**src/rtl/circle_set_pkg.sv**
```systemverilog
// circle_set_pkg: shared types for the circle set counter.
// Holds the set-operation mode codes, the scan FSM state codes and the
// helper that sizes the point counter.
package circle_set_pkg;

   // Set operation selected by the mode input (6 and 7 count nothing)
   typedef enum logic [2:0] {
      MODE_C0     = 3'd0,  // inside circle 0
      MODE_AND01  = 3'd1,  // inside circle 0 and circle 1
      MODE_XOR01  = 3'd2,  // inside exactly one of circle 0 / circle 1
      MODE_EXACT2 = 3'd3,  // inside exactly two circles
      MODE_UNION  = 3'd4,  // inside any circle
      MODE_ISECT  = 3'd5   // inside every circle
   } mode_e;

   // Scan controller states
   typedef enum logic [1:0] {
      ST_IDLE = 2'd0,
      ST_SCAN = 2'd1,
      ST_DONE = 2'd2
   } state_e;

   // Counter width able to hold GRID_N*GRID_N without wrapping
   function automatic int cnt_w(input int grid_n);
      return $clog2(grid_n * grid_n + 1);
   endfunction

endpackage

```
**src/rtl/circle_member.sv**
```systemverilog
// circle_member: combinational point-in-circle test.
// o_in is high when (px-cx)^2 + (py-cy)^2 <= r^2. Differences are taken
// signed at COORD_W+1 bits and every square/sum is carried at 2*COORD_W+2
// bits, so nothing is truncated for any coordinate or radius value.
module circle_member #(
   parameter int COORD_W = 4
) (
   input  logic [COORD_W-1:0] i_px,
   input  logic [COORD_W-1:0] i_py,
   input  logic [COORD_W-1:0] i_cx,
   input  logic [COORD_W-1:0] i_cy,
   input  logic [COORD_W-1:0] i_r,
   output logic               o_in
);

   localparam int DW = COORD_W + 1;
   localparam int SW = 2 * COORD_W + 2;

   logic signed [DW-1:0] w_dx;
   logic signed [DW-1:0] w_dy;
   logic signed [SW-1:0] w_dx_ext;
   logic signed [SW-1:0] w_dy_ext;
   logic        [SW-1:0] w_dx2;
   logic        [SW-1:0] w_dy2;
   logic        [SW-1:0] w_r_ext;
   logic        [SW-1:0] w_r2;
   logic        [SW-1:0] w_sum;

   assign w_dx     = $signed({1'b0, i_px}) - $signed({1'b0, i_cx});
   assign w_dy     = $signed({1'b0, i_py}) - $signed({1'b0, i_cy});
   assign w_dx_ext = {{(SW-DW){w_dx[DW-1]}}, w_dx};
   assign w_dy_ext = {{(SW-DW){w_dy[DW-1]}}, w_dy};

   // Squares of signed differences are non-negative; keep them unsigned
   assign w_dx2    = unsigned'(w_dx_ext * w_dx_ext);
   assign w_dy2    = unsigned'(w_dy_ext * w_dy_ext);
   assign w_r_ext  = {{(SW-COORD_W){1'b0}}, i_r};
   assign w_r2     = w_r_ext * w_r_ext;
   assign w_sum    = w_dx2 + w_dy2;

   assign o_in     = (w_sum <= w_r2);

endmodule

```
**src/rtl/circle_set_counter.sv**
```systemverilog
// circle_set_counter: counts grid points (x,y in 1..GRID_N) that satisfy a
// set operation over NUM_CIRC circles. One point is evaluated per clock in
// raster order (x fastest); valid pulses once with the final count.
// Optional macro SET_DIST_PIPE_EN registers the membership result one stage
// ahead of the accumulator, adding a single drain cycle to the scan.
module circle_set_counter
   import circle_set_pkg::*;
#(
   parameter  int COORD_W  = 4,
   parameter  int GRID_N   = 8,
   parameter  int NUM_CIRC = 3,
   localparam int CNT_W    = cnt_w(GRID_N)
) (
   input  logic                            clk,
   input  logic                            rst,
   input  logic                            en,
   input  logic [NUM_CIRC*2*COORD_W-1:0]   central,
   input  logic [NUM_CIRC*COORD_W-1:0]     radius,
   input  logic [2:0]                      mode,
   output logic                            busy,
   output logic                            valid,
   output logic [CNT_W-1:0]                candidate
);

   localparam logic [1:0] IDLE = 2'(ST_IDLE);
   localparam logic [1:0] SCAN = 2'(ST_SCAN);
   localparam logic [1:0] DONE = 2'(ST_DONE);

   localparam logic [COORD_W-1:0] C_ONE = COORD_W'(1);
   localparam logic [COORD_W-1:0] C_MAX = COORD_W'(GRID_N);

   logic [1:0]                    r_state;
   logic [COORD_W-1:0]            r_x;
   logic [COORD_W-1:0]            r_y;
   logic [NUM_CIRC*2*COORD_W-1:0] r_cen;
   logic [NUM_CIRC*COORD_W-1:0]   r_rad;
   logic [2:0]                    r_mode;
   logic                          r_busy;
   logic                          r_valid;
   logic [CNT_W-1:0]              r_cand;

   logic [NUM_CIRC-1:0]           w_mem;
   logic [2:0]                    w_pop;
   logic                          w_hit;
   logic                          w_last;
   logic                          w_acc_hit;
   logic                          w_acc_vld;

   assign busy      = r_busy;
   assign valid     = r_valid;
   assign candidate = r_cand;

   assign w_last = (r_x == C_MAX) && (r_y == C_MAX);

   // One membership tester per circle; circle 0 sits in the input MSBs
   for (genvar gi = 0; gi < NUM_CIRC; gi++) begin : g_circ
      localparam int CB = (NUM_CIRC - 1 - gi) * 2 * COORD_W;
      localparam int RB = (NUM_CIRC - 1 - gi) * COORD_W;
      circle_member #(.COORD_W(COORD_W)) u_member (
         .i_px (r_x),
         .i_py (r_y),
         .i_cx (r_cen[CB+COORD_W +: COORD_W]),
         .i_cy (r_cen[CB +: COORD_W]),
         .i_r  (r_rad[RB +: COORD_W]),
         .o_in (w_mem[gi])
      );
   end

   // Number of circles containing the current point
   always_comb begin
      w_pop = '0;
      for (int i = 0; i < NUM_CIRC; i++) begin
         w_pop = w_pop + 3'(w_mem[i]);
      end
   end

   // Apply the latched set operation to the membership flags
   always_comb begin
      w_hit = 1'b0;
      case (r_mode)
         MODE_C0:     w_hit = w_mem[0];
         MODE_AND01:  w_hit = w_mem[0] & w_mem[1];
         MODE_XOR01:  w_hit = w_mem[0] ^ w_mem[1];
         MODE_EXACT2: w_hit = (w_pop == 3'd2);
         MODE_UNION:  w_hit = |w_mem;
         MODE_ISECT:  w_hit = &w_mem;
         default:     w_hit = 1'b0;
      endcase
   end

`ifdef SET_DIST_PIPE_EN
   logic r_pipe_hit;
   logic r_pipe_vld;
   logic r_drain;

   // Register the per-point decision; the accumulator consumes it a cycle later
   always_ff @(posedge clk) begin
      if (rst) begin
         r_pipe_hit <= 1'b0;
         r_pipe_vld <= 1'b0;
      end else begin
         r_pipe_hit <= w_hit;
         r_pipe_vld <= (r_state == SCAN) && !r_drain;
      end
   end

   assign w_acc_hit = r_pipe_hit;
   assign w_acc_vld = r_pipe_vld;
`else
   assign w_acc_hit = w_hit;
   assign w_acc_vld = (r_state == SCAN);
`endif

   // Scan controller, raster counters, latched operands and point counter
   always_ff @(posedge clk) begin
      if (rst) begin
         r_state <= IDLE;
         r_x     <= C_ONE;
         r_y     <= C_ONE;
         r_cen   <= '0;
         r_rad   <= '0;
         r_mode  <= '0;
         r_busy  <= 1'b0;
         r_valid <= 1'b0;
         r_cand  <= '0;
`ifdef SET_DIST_PIPE_EN
         r_drain <= 1'b0;
`endif
      end else begin
         r_valid <= 1'b0;
         if (w_acc_vld && w_acc_hit) begin
            r_cand <= r_cand + CNT_W'(1);
         end
         case (r_state)
            IDLE: begin
               if (en) begin
                  r_cen   <= central;
                  r_rad   <= radius;
                  r_mode  <= mode;
                  r_cand  <= '0;
                  r_x     <= C_ONE;
                  r_y     <= C_ONE;
                  r_busy  <= 1'b1;
                  r_state <= SCAN;
`ifdef SET_DIST_PIPE_EN
                  r_drain <= 1'b0;
`endif
               end
            end
            SCAN: begin
`ifdef SET_DIST_PIPE_EN
               if (r_drain) begin
                  r_state <= DONE;
               end else if (w_last) begin
                  r_drain <= 1'b1;
               end
`else
               if (w_last) begin
                  r_state <= DONE;
               end
`endif
               if (r_x == C_MAX) begin
                  r_x <= C_ONE;
                  r_y <= (r_y == C_MAX) ? C_ONE : r_y + C_ONE;
               end else begin
                  r_x <= r_x + C_ONE;
               end
            end
            DONE: begin
               r_valid <= 1'b1;
               r_busy  <= 1'b0;
               r_state <= IDLE;
            end
            default: r_state <= IDLE;
         endcase
      end
   end

endmodule

```
**config.mk**
```make
export PLATFORM = sky130hd
export DESIGN_NAME = circle_set_counter
export DESIGN_NICKNAME = d
export VERILOG_FILES = /design/src/rtl/circle_set_pkg.sv /design/src/rtl/circle_member.sv /design/src/rtl/circle_set_counter.sv
export SDC_FILE = /design/constraint.sdc
export NUM_CORES = 1
export LEC_CHECK = 0
export ABC_AREA = 0
export ABC_CLOCK_PERIOD_IN_PS = 20800
export CAP_MARGIN = 40
export CORE_MARGIN = 3
export CORE_UTILIZATION = 40
export CTS_CLUSTER_DIAMETER = 150
export DETAILED_ROUTE_END_ITERATION = 12
export PLACE_DENSITY = 0.64
export SKIP_LAST_GASP = 1
export SYNTH_ARGS = -nofsm -noshare
export SYNTH_HDL_FRONTEND = slang
export SYNTH_SLANG_ARGS = --single-unit
```
**constraint.sdc**
```tcl
create_clock -name clk -period 20.8 [get_ports clk]
set_input_delay 3.12 -clock clk [delete_from_list [all_inputs] [get_ports clk]]
set_output_delay 3.12 -clock clk [all_outputs]
set_load 0.02 [all_outputs]
```
After elaboration in Yosys (flattened, before gate mapping) --
Index checks and enable logic that the tools add are counted.
Storage, ports and cells: bits in registers 58
Operators by class: order comparisons 3, equal/unequal tests 13, add/subtract/negate cells 14, bitwise logic cells 2, muxes and demuxes 16, $mul 9, reduce and logical (&&, ||, !) cells 13
Operator list (number):
- 5-bit by 5-bit multiplier with 10-bit output | 6
- 10-bit adder | 3
- 10-bit less-or-equal comparator | 3
- 4-bit by 4-bit subtractor with 5-bit output | 6
- 4-bit by 4-bit multiplier with 8-bit output | 3
- 7-bit two-way mux | 3
- 4-bit two-way mux | 4
- 4-bit one-hot mux with 2 select lines | 2
- 3-bit by 2-bit equality test with 1-bit output, second input constant | 3
- 4-bit by 1-bit adder with 4-bit output, second input constant | 2
- 4-bit equality test, second input constant | 2
- 2-bit AND reduction | 4
- 7-bit by 1-bit adder with 7-bit output, second input constant | 1
- 3-bit equality test, second input constant | 2
- 1-bit one-hot mux with 6 select lines | 1
- 3-bit AND reduction | 2
- 2-bit two-way mux | 2
- 2-bit inequality test, second input constant | 2
- 2-bit one-hot mux with 2 select lines | 1
- 2-bit nonzero test | 2
- 2-bit by 1-bit adder with 3-bit output | 1
- 3-bit by 1-bit equality test with 1-bit output, second input constant | 1
- 3-bit zero test | 1
- 3-bit OR reduction | 1
- 10 further kinds | 12

Logic depth before layout (Yosys ltp) --
Gate-level depths: netlist (run 1).
depth in word-level cells 12, depth in mapped cells 38, gate-level depth less buffers 38

Cells and area by module --
A second synthesis (run 1) with hierarchy kept.
Second synthesis, totals: cell total of the unflattened synthesis 1073, area total of the unflattened synthesis 9252.6 µm²
Modules (own cells, without submodules):
- circle_set_counter | area each 2373.5 µm², instances 1, cells each 290, sequential area each 1161.1 µm²
- circle_member at g_circ[0].u_member | area each 2312.2 µm², instances 1, cells each 262, sequential area each 0.0 µm²
- circle_member at g_circ[2].u_member | area each 2309.7 µm², instances 1, cells each 264, sequential area each 0.0 µm²
- circle_member at g_circ[1].u_member | area each 2257.2 µm², instances 1, cells each 257, sequential area each 0.0 µm²

Least setup slack after synthesis (run 1) --
OpenSTA, ideal clock, no wires.
kind register to register, start point register r_x[0], end point register r_cand[6], in the netlist candidate[6], required time 20730 ps, stages on the path, launching flop included 35, clock period less this slack 8367 ps, arrival time 8297 ps, path slack 12433 ps, path through dfxtp_1 inv_1 ha_1 inv_1 fa_1 a21o_1 a21oi_1 nand2_1 fa_1 fa_1 inv_1 fa_1 fa_1 inv_1 fa_1 inv_1 ha_1 o21ai_0 nor2_1 nor2_1 ha_1 nand3_1 nor2_1 a2111oi_0 a221oi_1 nor4_2 nand2_1 fa_1 nor4bb_1 o21ai_0 a21oi_1 a31oi_1 o32a_2 or4_1 a21oi_1
Between the ends: cells in the longest elaborated chain, start to end 12
RTL lines:
- from (decl) | RTL line circle_set_counter.sv:33 | logic [COORD_W-1:0] r_x;
- from (signal assigned) | RTL line circle_set_counter.sv:166 | r_x <= r_x + C_ONE;
- 4-bit by 4-bit subtractor with 5-bit output | RTL line circle_member.sv:29 | assign w_dx = $signed({1'b0, i_px}) - $signed({1'b0, i_cx});
- 5-bit by 5-bit multiplier with 10-bit output | RTL line circle_member.sv:35 | assign w_dx2 = unsigned'(w_dx_ext * w_dx_ext);
- 10-bit adder | RTL line circle_member.sv:39 | assign w_sum = w_dx2 + w_dy2;
- 10-bit less-or-equal comparator | RTL line circle_member.sv:41 | assign o_in = (w_sum <= w_r2);
- 1-bit by 1-bit adder with 2-bit output | RTL line circle_set_counter.sv:73 | w_pop = w_pop + 3'(w_mem[i]);
- 2-bit by 1-bit adder with 3-bit output | RTL line circle_set_counter.sv:73
- 3-bit by 2-bit equality test with 1-bit output | RTL line circle_set_counter.sv:84 | MODE_EXACT2: w_hit = (w_pop == 3'd2);
- 1-bit one-hot mux with 6 select lines * | RTL line circle_set_counter.sv:80 | case (r_mode)
- 1-bit logical AND * | RTL line circle_set_counter.sv:131 | if (w_acc_vld && w_acc_hit) begin
- 7-bit two-way mux * | RTL line circle_set_counter.sv:131
- 7-bit two-way mux | RTL line circle_set_counter.sv:136 | if (en) begin
- 7-bit two-way mux * | RTL line circle_set_counter.sv:134 | case (r_state)
- to (signal assigned) | RTL line circle_set_counter.sv:132 | r_cand <= r_cand + CNT_W'(1);
- to (decl) | RTL line circle_set_counter.sv:40 | logic [CNT_W-1:0] r_cand;
Mark *: on every way between the ends. The rest lies on a longest branch, timed or not. A chain may end at the register's enable or synchronous reset.

Final worst setup path (run 1) --
Same ends and word-level chain as after synthesis.

==> run_results.csv, run 1 <==
group,metric,value,unit
timing,rsz0062_at_grt,"false",
final_layout,final_nets,1398,
clocking,clk_path_buf_depth,2,
final_layout,final_util,46.4,%
timing,setup-tns-final,0,ps
floorplan,die-height,157,µm
global_route,grt_use_total,16.6,%
setup_path,start_kind,"register",
global_route,grt_pass1_vias,7186,
setup_path,critical-path-max-stage-delay,570,ps
routing,drt_pass1_iterations,6,
hold_path,min_path_type,"register to register",
clocking,clkSinkCount,58,
place,port-buffer-count,50,
synth,syn_area_per_cell,8.64,µm²
run,maxCapViolations,0,
timing,tightest_slew,854,ps
synth,synth_async_sr_flop_share,0,%
final_layout,fillers,2167,
routing,vias_per_cell,4.93,
timing,fmax,107,MHz
routing,vias,6842,
setup_path,crit_path_start,"r_x[0]$_SDFFE_PP1P_",
timing,slew_viol_final,0,
setup_path,worst-path-max-fanout,8,
run_status,status,"completed",
floorplan,initial_core_util,41.3,%
synth,synth_seq_area_share,12.7,%
final_layout,diodes,0,
synth,syn_area,9130,µm²
timing,fin_worst_skew,6.29,ps
timing,fin_crit_sh,44.9,%
timing,slew_headroom,43.1,%
clocking,cts_root_buf,"clkbuf_16",
synth,ys_ff_latch,58,
place,placed_cell_area,9960,µm²
floorplan,core,22100,µm²
floorplan,io_pins,51,
global_route,grt_pass1_wl,33.2,mm
routing,wl_per_cell,13.7,µm
synth,yosys_most_used_dff,"dfxtp_1",
clocking,tritoncts,"yes",
setup_path,rrSetupSlack,11450,ps
global_route,antenna_found_initial,0,
final_layout,syn_to_final_growth,12.3,%
routing,drtAntennaViolNets,0,
floorplan,die_area,24700,µm²
synth,synthTopCellsByCount,"inv_1 (212), nand2_1 (134), ha_1 (131), fa_1 (121), a21oi_1 (68)",
routing,totalWireLength,19.1,mm
timing,report.final.setup_viol,0,
routing,drt_iter0_drc,207,
clocking,cts_buffers,9,
synth,post-synth-top-area-fraction,26.5,%
setup_path,cp_top_family,"adder cells",
setup_path,endpoint,"candidate[6]$_SDFF_PP0_",
clocking,clkLatencyLatePin,340,ps
setup_path,rr_endpoint,"candidate[6]$_SDFF_PP0_",
synth,synth_most_common_cell,"inv_1",
setup_path,r2r-start,"r_x[0]$_SDFFE_PP1P_",
setup_path,cp_common_cell,"fa_1",
setup_path,required,21070,ps
synth,ys_types,55,
final_layout,drive_gt1_share,3.25,%
synth,ys_top_cells_by_area,"fa_1 (27%), ha_1 (18%), dfxtp_1 (13%)",
setup_path,cp_slowest_cell,"fa_1",
place,gp_congestion,0.816,
setup_path,arrival,9620,ps
clocking,cts_resized,0,
synth,yosysWarnings,0,
floorplan,fp.dieW,157,µm
clocking,postCtsSetupBuffers,0,
setup_path,r2r_cells,34,
synth,yosys.area.top_type,"fa_1",
setup_path,worst-path-buf-inv,5,
synth,synthCells,1056,
setup_path,critPathKind,"register to register",
routing,drc,0,
setup_path,cp-end-kind,"register",
timing,layout_min_cycle_time,9350,ps
floorplan,core.rowCount,54,
final_layout,fin_area,10200,µm²
clocking,clk_pin_slew,50,ps
global_route,grt_max_degree,46,
global_route,grt-ovfl-total,0,
synth,synth_fp_nets,1350,
clocking,postCtsHoldBufs,0,
clocking,h-tree-depth,3,
timing,final_hold_viol_count,0,
setup_path,cp.depth,34,
place,place_hpwl,16.2,mm
synth,synth_edf_count,0,
==> registers in the layout, summed over array words and instances, names as in the netlist <==
signal,cells
busy,1
r_y,4
r_mode,3
candidate,7
r_cen,24
r_state,2
r_rad,12
r_x,4
valid,1
==> tightest hold or removal path, delay by kind of cell (launching register included) <==
family	cells	cell delay (ps)
flip-flops	1	300
AO/OA/AOI/OAI	1	50
AND/OR/NAND/NOR	1	50
==> metal layers <==
metal | vias up | routed length [µm] | part of all wire [%] | GRT usage [%]
li1 | 3444 | - | - | -
met1 | 3282 | 8840 | 46 | 22.1
met2 | 90 | 9090 | 48 | 28.0
met3 | 26 | 748 | 3.9 | 3.05
met4 | 0 | 394 | 2.1 | 4.46
met5 | - | 0 | 0 | 0
==> worst min-delay path by stage <==
stage | start | to | cells past startpoint
finish | r_cen[21]$_SDFFE_PP0P_ | r_cen[21]$_SDFFE_PP0P_ | 2
CTS | r_cen[14]$_SDFFE_PP0P_ | r_cen[14]$_SDFFE_PP0P_ | 2
detailed placement | r_cen[14]$_SDFFE_PP0P_ | r_cen[14]$_SDFFE_PP0P_ | 2
global placement | r_cen[23]$_SDFFE_PP0P_ | r_cen[23]$_SDFFE_PP0P_ | 2
floorplan | r_cen[10]$_SDFFE_PP0P_ | r_cen[10]$_SDFFE_PP0P_ | 2
global route | r_cen[17]$_SDFFE_PP0P_ | r_cen[17]$_SDFFE_PP0P_ | 2
==> layout by cell type, fill, tap and decap left out, types with 29 or more instances in the layout <==
cell             instances
a21o_1                  33
a21oi_1                 68
and2_1                  29
clkdlybuf4s50_1         49
dfxtp_1                 58
fa_1                   121
ha_1                   131
inv_1                  212
nand2_1                134
nor2_1                  55
xnor2_1                 46
==> layout make-up <==
class	instances	area, µm²	share of cell area, %
clock buffers	10	229	2.23
well taps	280	350	3.42
inverters	213	800	7.80
flip-flops and latches	58	1160	11.3
repair buffers	52	536	5.22
multi-input cells	770	7120	69.4
clock inverters	6	57.6	0.562
==> through the flow <==
| step | worst slack [ps] | hold WS [ps] | instances |
|---|---|---|---|
| 2_1_floorplan | 12430 | 436 | 1056 |
| 3_3_place_gp | 11680 | 444 | 1371 |
| 3_5_place_dp | 11460 | 449 | 1373 |
| 4_1_cts | 11460 | 456 | 1389 |
| 5_1_grt | 10810 | 473 | 1389 |
| 6_report | 11450 | 451 | 1389 |
==> kinds of logic after synthesis <==
| kind of cell | count (synthesis) | synth area share, % |
|---|---|---|
| and+or+nand+nor | 290 | 14.8 |
| adders and majority gates | 252 | 44.5 |
| buffers and inverters | 228 | 9.38 |
| AOI/OAI and AO/OA | 154 | 11.3 |
| xor gates and xnor gates | 71 | 6.98 |
| DFF | 58 | 12.7 |
| muxes | 3 | 0.343 |
Power of run 1 is not shown: default switching activity piles up to over one toggle a cycle in this logic, so the estimate is an artifact.
==> run 2: changes to the inputs <==
--- a/config.mk
+++ b/config.mk
@@ -6,13 +6,13 @@
 export NUM_CORES = 1
 export LEC_CHECK = 0
 export ABC_AREA = 0
-export ABC_CLOCK_PERIOD_IN_PS = 20800
+export ABC_CLOCK_PERIOD_IN_PS = 8500
 export CAP_MARGIN = 40
 export CORE_MARGIN = 3
 export CORE_UTILIZATION = 40
 export CTS_CLUSTER_DIAMETER = 150
 export DETAILED_ROUTE_END_ITERATION = 12
-export PLACE_DENSITY = 0.64
+export PLACE_DENSITY = 0.66
 export SKIP_LAST_GASP = 1
 export SYNTH_ARGS = -nofsm -noshare
 export SYNTH_HDL_FRONTEND = slang
==> constraint.sdc (replaced) <==
create_clock -name clk -period 8.5 [get_ports clk]
set_input_delay 1.275 -clock clk [delete_from_list [all_inputs] [get_ports clk]]
set_output_delay 1.275 -clock clk [all_outputs]
set_load 0.02 [all_outputs]
==> run 2 against run 1 <==
Cell area rose by 11%. Non-clock buffer count up 88. Setup slack got worse by 11000 ps. Critical path type unchanged. Clock skew is 2.3 ps higher. Final cell count rose by 6.3%. Die area unchanged. Highest routed layer unchanged. Global-route usage up 0.29 points. Flip-flop and latch count unchanged. Register-to-register slack worse by 11000 ps. Via count is 5.9% higher.
==> run_results.csv, run 2 (same netlist as run 1, synthesis figures left out) <==
group,metric,value,unit
run_status,status,"completed",
final_layout,fin_cells,1476,
global_route,grt_pass1_wl,33.9,mm
final_layout,fin_area,11400,µm²
setup_path,arrival,8510,ps
routing,drt_pass1_iterations,4,
global_route,grt_max_degree,43,
hold_path,hold_end,"r_cen[14]$_SDFFE_PP0P_",
timing,fin_worst_skew,8.59,ps
clocking,clk_pin_slew,60,ps
clocking,postCtsHoldBufs,0,
floorplan,core,22100,µm²
run,maxCapViolations,0,
timing,final_hold_viol_count,0,
final_layout,drive_gt1_share,17.1,%
final_layout,diodes,0,
setup_path,rrSetupSlack,260,ps
routing,drtAntennaViolNets,0,
floorplan,die_area,24700,µm²
floorplan,die-height,157,µm
routing,vias,7247,
hold_path,hp-start,"r_cen[14]$_SDFFE_PP0P_",
setup_path,cp_slowest_cell,"fa_1",
routing,drt_iter0_drc,241,
global_route,antenna_found_initial,0,
timing,slew_viol_final,0,
place,place_hpwl,16.7,mm
place,place_inst,1443,
clocking,cts_root_buf,"clkbuf_16",
final_layout,largest_reg_flops,24,
global_route,grt_use_total,16.9,%
floorplan,core.rowCount,54,
clocking,cts_buffers,9,
final_layout,final_nets,1486,
setup_path,required,8770,ps
routing,totalWireLength,20.5,mm
setup_path,worst-path-max-fanout,7,
setup_path,r2r-start,"r_y[1]$_SDFFE_PP0P_",
final_layout,final_cell_mix,"inv_1 (198), nand2_1 (129), ha_1 (119), fa_1 (112), buf_4 (83)",
routing,wl_per_cell,13.9,µm
setup_path,cp-end-kind,"register",
floorplan,io_pins,51,
floorplan,fp.dieW,157,µm
timing,rsz0062_at_grt,"true",
timing,setup-tns-final,0,ps
timing,layout_min_cycle_time,8240,ps
setup_path,cp_common_cell,"fa_1",
place,placed_cell_area,10500,µm²
final_layout,fillers,2005,
timing,report.final.setup_viol,0,
setup_path,r2r_cells,33,
setup_path,start_kind,"register",
clocking,h-tree-depth,3,
place,gp_congestion,0.873,
routing,drc,0,
timing,slew_headroom,40.7,%
timing,fmax,121,MHz
place,port-buffer-count,50,
setup_path,critPathKind,"register to register",
final_layout,mostFrequentLayoutCell,"inv_1",
setup_path,critical-path-max-stage-delay,550,ps
timing,fin_crit_sh,96.9,%
global_route,grt-ovfl-total,0,
routing,vias_per_cell,4.91,
clocking,tritoncts,"yes",
setup_path,rr_endpoint,"candidate[6]$_SDFF_PP0_",
global_route,grt_pass1_vias,7326,
clocking,clkSinkCount,58,
final_layout,syn_to_final_growth,24.7,%
hold_path,min_path_cells,2,
floorplan,initial_core_util,41.3,%
clocking,clkLatencyLatePin,340,ps
final_layout,top_register,"r_cen",
clocking,clk_path_buf_depth,2,
timing,tightest_slew,890,ps
hold_path,min_path_type,"register to register",
==> run 2: cell types whose count changed in the layout (fill, tap and decap cells not counted), moves of 8 or more <==
| cell | previous run | this run |
|---|---|---|
| buf_4 | 0 | 83 |
| a21oi_2 | 0 | 8 |
| inv_2 | 1 | 15 |
| ha_1 | 131 | 119 |
| ha_4 | 0 | 10 |
| fa_2 | 0 | 9 |
| a21oi_1 | 68 | 59 |
| fa_1 | 121 | 112 |
| inv_1 | 212 | 198 |
==> run 2: worst max-delay path by stage <==
| stage | start | to | slack [ps] | cells past startpoint |
|---|---|---|---|---|
| after floorplan | r_x[0]$_SDFFE_PP1P_ | candidate[6]$_SDFF_PP0_ | 130 | 34 |
| after global placement | r_y[0]$_SDFFE_PP1P_ | candidate[6]$_SDFF_PP0_ | -40 | 36 |
| after detailed placement | r_y[0]$_SDFFE_PP1P_ | candidate[6]$_SDFF_PP0_ | -270 | 36 |
| after CTS | r_x[0]$_SDFFE_PP1P_ | candidate[6]$_SDFF_PP0_ | 5 | 35 |
| after global routing | r_y[0]$_SDFFE_PP1P_ | candidate[6]$_SDFF_PP0_ | -130 | 34 |
| final | r_y[1]$_SDFFE_PP0P_ | candidate[6]$_SDFF_PP0_ | 260 | 33 |
==> run 2: critical path: cells and delay by family (launching register included) <==
kind / cells / cell delay, ps
simple gates: 6 / 1180
compound gates: 10 / 1710
fa+ha+maj: 9 / 4000
xor+xnor: 2 / 280
mux: 1 / 320
buf+inv: 5 / 360
flops: 1 / 340
==> run 2: what timing repair did <==
action,4_1_cts,5_1_grt
pin swaps,21,67
cloned,0,0
hold endpoints to repair,0,0
buffers inserted,5,13
setup endpoints to repair,3,7
gates resized for setup,30,68
==> run 2: cell type report <==
type / count / area (µm²) / share of cell area, %
clock buffer: 11 / 253 / 2.22
clock inverter: 4 / 75.1 / 0.660
inverter: 213 / 800 / 7.03
multi-input combinational: 770 / 7510 / 66.0
sequential: 58 / 1160 / 10.2
tap: 280 / 350 / 3.08
timing repair buffer: 140 / 1230 / 10.8
==> run 2: metrics by stage <==
stage | util [%] | setup WS [ps] | hold slack (ps)
6_report | 51.5 | 264 | 453
5_1_grt | 51.5 | -126 | 471
4_1_cts | 49.7 | 5.01 | 455
3_5_place_dp | 47.5 | -271 | 448
3_3_place_gp | 47.3 | -41.1 | 444
2_1_floorplan | - | 133 | 436
==> run 2: routing by layer <==
metal,global-route usage [%],vias up,share of wire (%)
li1,-,3625,-
met1,22.5,3500,45
met2,29.1,101,50
met3,2.91,21,3.4
met4,3.39,0,1.2
met5,0,-,0
Power of run 2 is left out for the same reason.
